`src/rtl/graph_point_fifo.sv`:
```
// graph_point_fifo
//   Assembles signed coordinates arriving one per beat into DIM-wide points,
//   drops malformed frames, and buffers complete points in a DEPTH-entry
//   first-word-fall-through FIFO with a valid/ready output handshake.
//
//   Optional feature macro: GRAPH_BBOX_EN builds a running per-dimension
//   signed bounding box over every point pushed into the FIFO. Without it,
//   bbox_clr is ignored and the bbox outputs are tied to zero.
//
// Ports
//   clk, rst      clock; synchronous active-high reset
//   in_valid      coordinate beat valid
//   in_ready      beat can be accepted (low only while the FIFO is full)
//   in_coord      signed coordinate, W bits
//   in_last       last coordinate of a point
//   out_valid     head point available
//   out_ready     consumer takes the head point
//   out_point     head point, dimension d at [d*W +: W]
//   count         points held in the FIFO
//   err_frame     one-cycle pulse after a short or long frame is detected
//   bbox_clr      clear the bounding box
//   bbox_min/max  per-dimension signed minimum / maximum
//   bbox_valid    bounding box holds at least one point
//
// Assembler states
//   state   | meaning
//   COLLECT | gathering lanes of the current point, idx = next lane
//   DISCARD | dropping the tail of an over-long frame until in_last
module graph_point_fifo #(
  parameter int W     = 16,
  parameter int DIM   = 2,
  parameter int DEPTH = 4
) (
  input  logic                         clk,
  input  logic                         rst,
  input  logic                         in_valid,
  output logic                         in_ready,
  input  logic [W-1:0]                 in_coord,
  input  logic                         in_last,
  output logic                         out_valid,
  input  logic                         out_ready,
  output logic [DIM*W-1:0]             out_point,
  output logic [$clog2(DEPTH+1)-1:0]   count,
  output logic                         err_frame,
  input  logic                         bbox_clr,
  output logic [DIM*W-1:0]             bbox_min,
  output logic [DIM*W-1:0]             bbox_max,
  output logic                         bbox_valid
);

  localparam int CNT_W = $clog2(DEPTH+1);
  localparam int PTR_W = $clog2(DEPTH);
  localparam int IDX_W = (DIM > 1) ? $clog2(DIM) : 1;
  localparam logic [IDX_W-1:0] LAST_IDX = IDX_W'(DIM-1);
  localparam logic [CNT_W-1:0] FULL_CNT = CNT_W'(DEPTH);

  typedef enum logic {COLLECT = 1'b0, DISCARD = 1'b1} state_t;

  state_t             state_q, state_d;
  logic [IDX_W-1:0]   idx_q, idx_d;
  logic               accept, push, pop, lane_we, err_d, err_q;
  logic [W-1:0]       lane_q [DIM];
  logic [DIM*W-1:0]   push_point;
  logic [DIM*W-1:0]   mem [DEPTH];
  logic [PTR_W-1:0]   wr_ptr, rd_ptr;
  logic [CNT_W-1:0]   count_q;

  // Handshake flags come only from the registered count, so out_ready has
  // no combinational path to in_ready.
  assign in_ready  = (count_q != FULL_CNT);
  assign out_valid = (count_q != '0);
  assign count     = count_q;
  assign accept    = in_valid && in_ready;
  assign pop       = out_valid && out_ready;
  assign err_frame = err_q;
  assign out_point = out_valid ? mem[rd_ptr] : '0;

  // Assembler: state register
  always_ff @(posedge clk) begin
    if (rst) begin
      state_q <= COLLECT;
      idx_q   <= '0;
    end else begin
      state_q <= state_d;
      idx_q   <= idx_d;
    end
  end

  // Assembler: next state
  always_comb begin
    state_d = state_q;
    idx_d   = idx_q;
    if (accept) begin
      case (state_q)
        COLLECT: begin
          if (idx_q == LAST_IDX) begin
            idx_d = '0;
            if (!in_last) state_d = DISCARD;
          end else if (in_last) begin
            idx_d = '0;
          end else begin
            idx_d = idx_q + IDX_W'(1);
          end
        end
        DISCARD: begin
          if (in_last) begin
            state_d = COLLECT;
            idx_d   = '0;
          end
        end
        default: state_d = COLLECT;
      endcase
    end
  end

  // Assembler: outputs
  always_comb begin
    push    = 1'b0;
    lane_we = 1'b0;
    err_d   = 1'b0;
    if (accept && state_q == COLLECT) begin
      if (idx_q == LAST_IDX) begin
        if (in_last) push = 1'b1;
        else         err_d = 1'b1;
      end else begin
        if (in_last) err_d = 1'b1;
        else         lane_we = 1'b1;
      end
    end
  end

  always_ff @(posedge clk) begin
    if (rst) err_q <= 1'b0;
    else     err_q <= err_d;
  end

  always_ff @(posedge clk) begin
    for (int d = 0; d < DIM; d++) begin
      if (rst)                                   lane_q[d] <= '0;
      else if (lane_we && idx_q == IDX_W'(d))    lane_q[d] <= in_coord;
    end
  end

  // The final lane comes straight from the beat so the point is pushed on
  // the same edge that accepts in_last.
  always_comb begin
    push_point = '0;
    for (int d = 0; d < DIM; d++) begin
      push_point[d*W +: W] = (d == DIM-1) ? in_coord : lane_q[d];
    end
  end

  // FIFO storage; contents need no reset since out_point is masked by count.
  always_ff @(posedge clk) begin
    if (push) mem[wr_ptr] <= push_point;
  end

  always_ff @(posedge clk) begin
    if (rst) begin
      wr_ptr  <= '0;
      rd_ptr  <= '0;
      count_q <= '0;
    end else begin
      if (push) wr_ptr <= wr_ptr + PTR_W'(1);
      if (pop)  rd_ptr <= rd_ptr + PTR_W'(1);
      case ({push, pop})
        2'b10:   count_q <= count_q + CNT_W'(1);
        2'b01:   count_q <= count_q - CNT_W'(1);
        default: count_q <= count_q;
      endcase
    end
  end

`ifdef GRAPH_BBOX_EN
  logic [DIM*W-1:0] bmin_q, bmax_q;
  logic             bvalid_q;

  // A clear coinciding with a push restarts the box from that point.
  always_ff @(posedge clk) begin
    if (rst) begin
      bmin_q   <= '0;
      bmax_q   <= '0;
      bvalid_q <= 1'b0;
    end else if (push) begin
      for (int d = 0; d < DIM; d++) begin
        if (bbox_clr || !bvalid_q) begin
          bmin_q[d*W +: W] <= push_point[d*W +: W];
          bmax_q[d*W +: W] <= push_point[d*W +: W];
        end else begin
          if ($signed(push_point[d*W +: W]) < $signed(bmin_q[d*W +: W]))
            bmin_q[d*W +: W] <= push_point[d*W +: W];
          if ($signed(push_point[d*W +: W]) > $signed(bmax_q[d*W +: W]))
            bmax_q[d*W +: W] <= push_point[d*W +: W];
        end
      end
      bvalid_q <= 1'b1;
    end else if (bbox_clr) begin
      bmin_q   <= '0;
      bmax_q   <= '0;
      bvalid_q <= 1'b0;
    end
  end

  assign bbox_min   = bmin_q;
  assign bbox_max   = bmax_q;
  assign bbox_valid = bvalid_q;
`else
  logic unused_bbox_clr;
  assign unused_bbox_clr = bbox_clr;
  assign bbox_min   = '0;
  assign bbox_max   = '0;
  assign bbox_valid = 1'b0;
`endif

endmodule

```
`config.mk`:
```
export PLATFORM = sky130hd
export DESIGN_NAME = graph_point_fifo
export DESIGN_NICKNAME = d
export VERILOG_FILES = /design/src/rtl/graph_point_fifo.sv
export SDC_FILE = /design/constraint.sdc
export NUM_CORES = 1
export LEC_CHECK = 0
export ABC_AREA = 1
export CORE_MARGIN = 2
export CORE_UTILIZATION = 47
export DETAILED_ROUTE_END_ITERATION = 8
export HOLD_SLACK_MARGIN = 0.02
export MAX_ROUTING_LAYER = met4
export PLACE_DENSITY = 0.83
export SYNTH_ARGS = -nofsm -noshare
export SYNTH_HDL_FRONTEND = slang
export SYNTH_SLANG_ARGS = --single-unit
```
`constraint.sdc`:
```
create_clock -name clk -period 2.5 [get_ports clk]
set_input_delay 0.25 -clock clk [delete_from_list [all_inputs] [get_ports clk]]
set_output_delay 0.25 -clock clk [all_outputs]
set_load 0.05 [all_outputs]
```
== After elaboration in Yosys (flattened, before gate mapping) ==
Memory sizes are Yosys's and may differ from the RTL's. A register that Yosys moved wholly into a read port is not among the register bits.
Cells that the tools add are included.
Storage, ports and cells
  register bits: 10
  latch bits: 0
  memory bits (writable): 160
  bits in read-only memories: 0
  input bits: 22
  output and inout bits: 103
  memories kept: 2
Cells by class
  add/subtract/negate cells: 5
  $mul: 0
  div/mod/pow operators: 0
  magnitude comparators: 0
  equal/unequal tests: 4
  shift operators: 0
  multiplexer cells: 29
  bitwise gates (word level): 5
  reduce and logical (&&, ||, !) cells: 9
Memory list
  mem: depth 4, width 32, rd ports 1, clocked after Yosys merged registers in 1, wr ports 1, RTL line 64  | logic [DIM*W-1:0] mem [DEPTH];
  lane_q: depth 2, width 16, rd ports 1, clocked after Yosys merged registers in 0, wr ports 2, RTL line 62  | logic [W-1:0] lane_q [DIM];
Operators by type and width (number)
  $mux W16: 2
  $mux W32: 1
  $mux W1: 21
  $pmux W3 S2: 1
  $logic_and A1 B1 Y1: 5
  $add A2 B1 Y2 const B: 2
  $mux W2: 2
  $pmux W1 S2: 2
  $add A3 B1 Y3 const B: 1
  $ne A3 B3 Y1 const B: 1
  $not A1 Y1: 3
  $reduce_bool A3 Y1: 1
  $sub A3 B1 Y3 const B: 1
  $eq A2 B1 Y1 const B: 1
  $eq A2 B2 Y1 const B: 1
  $ne A2 B2 Y1 const B: 1
  $or A1 B1 Y1: 2
  $reduce_and A2 Y1: 1
  $reduce_bool A2 Y1: 1
  $reduce_or A2 Y1: 1
  $add A1 B1 Y1 const B: 1

== Longest topological paths before layout ==
  depth in word-level cells: 9
  depth in mapped cells: 12
  depth with buffers taken out: 12

== Worst setup path after synthesis ==
No wires, ideal clock.
  kind: register to register
  from: reg count_q[0], in the netlist count[0]
  to: mem mem[0][0] (netlist name), enable pin
  setup time: 0.421 ns
  arrival time: 2.589 ns
  required time: 2.079 ns
  path slack: -0.510 ns
  stages on the path, launching flop included: 5
  buffers on the path: 0
  clock period less this slack: 3.010 ns
  path through: dfxtp_1 nor2_2 nand2_4 nand4_2 nor2_1
Between the ends
  word-level cells in the longest chain between the ends: 6
RTL lines
  start: declaration: RTL line 66  | logic [CNT_W-1:0] count_q;
  start signal: assignment: RTL line 167  | 2'b10: count_q <= count_q + CNT_W'(1);
  start signal: assignment: RTL line 168  | 2'b01: count_q <= count_q - CNT_W'(1);
  start signal: assignment: RTL line 169  | default: count_q <= count_q;
  $ne A3 B3 Y1: RTL line 70  | assign in_ready = (count_q != FULL_CNT);
  net in_ready: RTL line 37  | output logic in_ready,
  $logic_and A1 B1 Y1: RTL line 73  | assign accept = in_valid && in_ready;
  $logic_and A1 B1 Y1: RTL line 121  | if (accept && state_q == COLLECT) begin
  $mux W1: RTL line 121
  $mux W1: RTL line 155  | if (push) mem[wr_ptr] <= push_point;
  $mux W1 (implied by the code): RTL line 155
  end: declaration: RTL line 64
The timed path passes the listed nets, and every way through them passes these cells.

==> Implementation_results.wiki <==
{| class="wikitable"
! Metric !! Value
|-
| Y dimension of the die || between 100 and 150 um
|-
| Die Wd || 124 um
|-
| Cell count after synthesis || 583
|-
| Reported leakage power || 3.02 nW
|-
| Slew at the pin with the worst max-slew slack || 0.504 ns
|-
| Initial core utilization || 0.475
|-
| H-tree lvl count || 4
|-
| Part of the Yosys area used for sequential elements || 0.669
|-
| Vias in the first global route || between 4,000 and 5,000
|-
| Antenna Nets Post-Route || 0
|-
| Fraction of the core area covered by cells at the end of the flow || 0.551
|-
| Final antenna diode count || 0
|-
| Main flop type after synthesis || sky130_fd_sc_hd__edfxtp_1
|-
| Die area || about 15,000 um^2
|-
| Capturing element type of the critical path || output pin
|-
| Number of clock buffers inserted by TritonCTS || 17
|-
| CTS-repair resized insts || 2
|-
| Number of design-rule violations left by the first detailed-router iteration || between 300 and 400
|-
| RSZ-0062 raised after global routing || false
|-
| Crit start category || flop
|-
| Flip-flop and latch count after synthesis || about 160
|-
| Number of slew-limit violations in the final report || 0
|-
| DRC violations left || 0
|-
| Post-synth top area cell || sky130_fd_sc_hd__edfxtp_1
|-
| CTS clock-pin slew for the worst setup and hold paths || around 0.06 ns
|-
| Power Density || approximately 950 nW/um^2
|-
| Most used cells in the layout excluding fill and tap cells || 144 x sky130_fd_sc_hd__edfxtp_1, 133 x sky130_fd_sc_hd__nor2_1, 65 x sky130_fd_sc_hd__conb_1
|-
| Post-synth EDFFs || ~140
|-
| Fin Hold WS || roughly 0.48 ns
|-
| Kind of critical path || flop to output pin
|-
| Warnings, synthesis || 0
|-
| Series of cell instances along the critical path || buf_6 > nor2_1 > nor2_1 > o21ai_0 > a21oi_1 > buf_4
|-
| DRT Wirelength || between 10,000 and 15,000 um
|-
| Commonest non-fill, non-tap cell in the layout || sky130_fd_sc_hd__edfxtp_1
|-
| Fraction of final layout cells sized beyond drive strength 1 || 0.152
|-
| Distinct cell type count of the synthesized netlist || 28
|-
| Post-CTS setup-driven buffer insertion count || 0
|-
| CORE AREA || ~14,000 um^2
|-
| Post-synthesis instance area || about 6800 um^2
|-
| GPL Wtd Cong || a little over 0.7
|-
| Antenna violations before repair || 0
|-
| Average cell area after synthesis || 11.7 um^2
|-
| Share of synthesized registers carrying an async set or reset || 0
|-
| Clock network latency to the later pin of the worst-skew pair || 0.41 ns
|-
| Delay of the slowest cell on the worst path || around 0.41 ns
|-
| Count of pins on the block boundary || approximately 130
|-
| CTS root buf || sky130_fd_sc_hd__clkbuf_16
|-
| Worst-path cell with the longest stage delay || sky130_fd_sc_hd__buf_6
|-
| # clock sinks || 156
|-
| # nets final || 682
|-
| Setup Viol. Count Final || 0
|-
| Vias post-DR || roughly 4,200
|-
| Sum of net half-perimeters after detailed placement || roughly 7800 um
|-
| Overall fraction of global-route tracks in use || 0.177
|-
| Cts-stage hold buffer count || 0
|-
| Growth of design area from synthesis to finish || 16.0%
|-
| Max Fanout on Critical Path || 64
|-
| Pin count of the biggest net entering global routing || 65
|-
| Number of max-capacitance violations reported || 0
|-
| Area share of the largest cell type after synthesis || 0.634
|-
| Routed length per instance || about 16 um
|-
| Setup clock skew after layout || approximately 0.0051 ns
|-
| Top cells by area, synth || sky130_fd_sc_hd__edfxtp_1 63%, sky130_fd_sc_hd__buf_4 7.7%, sky130_fd_sc_hd__nor2_1 7.5%
|-
| Number of input and output port buffers inserted || between 50 and 60
|-
| Run status || complete, no violations
|-
| Detailed-router iteration count before antenna repair || 5
|-
| Data required time at the worst endpoint || approximately 2.3 ns
|-
| Peak supply drop || 0.000636 V
|-
| Slew headroom || 0.664
|-
| CTS tree || done
|-
| Time the final worst path needs with I/O delays and setup || 2.32 ns
|-
| First-pass GRT wire length || just over 20,000 um
|-
| Critical Path Most Common Cell || sky130_fd_sc_hd__nor2_1
|-
| Register-to-register setup slack || about 0.6 ns
|-
| Average via count per standard cell || ~5
|-
| Maximum clock frequency || ~0.43 GHz
|-
| Final hold violation count || 0
|-
| Part of the cycle the worst path needs || 0.927
|-
| Overall overflow remaining after global route || 0
|-
| Number of standard-cell rows in the floorplan || 44
|-
| Bufs on Longest Clock Path || 2
|-
| Arrival time at the worst endpoint || between 2 and 2.5 ns
|-
| Worst min-delay path category || input pin to flop
|}
[cells by family (layout without fill, tap and decap cells)]
kind of cell | after synthesis | in the layout | synth area share
other | 1 | 65 | 0.000550
flip-flops | 156 | 156 | 0.669
AND/OR/NAND/NOR | 174 | 174 | 0.112
AO/OA/AOI/OAI | 111 | 111 | 0.0822
XOR/XNOR | 1 | 1 | 0.00128
adder cells (fa/ha/maj) | 10 | 10 | 0.0194
buffers and inverters | 130 | 146 | 0.116
[metal layers]
metal  GRT usage  share of wire  vias to the layer above
li1            -              -                     1988
met1       0.205           0.39                     2022
met2       0.302           0.53                      195
met3      0.0430          0.068                       18
met4      0.0654          0.016                        0
met5           -              0                        -
[where the power goes]
part / internal, mW / switching, mW
Combinational: 0.482 / 1.53
Clock: 1.57 / 0.990
Sequential: 2.92 / 0.0451
[cell usage after synthesis, types with 2 or more instances]
| master | instances |
|---|---|
| sky130_fd_sc_hd__nor3_2 | 9 |
| sky130_fd_sc_hd__ha_1 | 9 |
| sky130_fd_sc_hd__nand2_4 | 2 |
| sky130_fd_sc_hd__buf_2 | 10 |
| sky130_fd_sc_hd__o21ai_0 | 43 |
| sky130_fd_sc_hd__o21ai_1 | 26 |
| sky130_fd_sc_hd__clkbuf_1 | 7 |
| sky130_fd_sc_hd__a21oi_1 | 40 |
| sky130_fd_sc_hd__edfxtp_1 | 144 |
| sky130_fd_sc_hd__nor3_1 | 7 |
| sky130_fd_sc_hd__nand3_1 | 3 |
| sky130_fd_sc_hd__nand2_1 | 12 |
| sky130_fd_sc_hd__dfxtp_1 | 12 |
| sky130_fd_sc_hd__buf_4 | 70 |
| sky130_fd_sc_hd__buf_6 | 3 |
| sky130_fd_sc_hd__inv_1 | 38 |
| sky130_fd_sc_hd__nor2_1 | 137 |
[worst max-delay path: cells and delay by family, from the launching register on]
| family | cells | cell delay (ns) |
|---|---|---|
| DFF | 1 | 0.35 |
| and+or+nand+nor | 2 | 0.23 |
| buffers and inverters | 2 | 0.66 |
| AOI/OAI and AO/OA | 2 | 0.38 |
[final cells by class]
cell class	count	area, um^2
Clock buffer	18	429
Clock inverter	14	170
Fill cell	1138	6460
Inverter	40	154
Multi-Input combinational cell	361	1730
Sequential cell	156	4570
Tap cell	184	230
Timing Repair Buffer	74	637
[per-stage QoR]
step / TNS (ns) / area, um^2 / instances / power (mW) / setup WS (ns)
detailed placement: 0 / 7310 / 815 / 5.04 / 0.407
finish: 0 / 7910 / 847 / 7.54 / 0.182
global placement: 0 / 7310 / 815 / 5.01 / 0.419
CTS: 0 / 7910 / 847 / 7.59 / 0.156
global route: 0 / 7910 / 847 / 7.81 / 0.0746
floorplan: -65.32 / 7070 / 647 / 4.58 / -0.510
[flip-flops by register name, indices dropped and copies added (netlist names), named ones only]
name and count:
count 3, err_frame 1, idx_q 1, lane_q 16, mem 128, rd_ptr 2
state_q 1, wr_ptr 2
[worst paths after layout]
check,from,to,cells past startpoint
hold reg to reg,rd_ptr[0]$_SDFFE_PP0P_,rd_ptr[0]$_SDFFE_PP0P_,1
setup reg to reg,count[2]$_SDFFE_PP0P_,count[2]$_SDFFE_PP0P_,11
hold / removal,rst,state_q$_SDFFE_PP0N_,2
setup / recovery,flop,out_point[1],6
(Power assumes the default switching activity.)
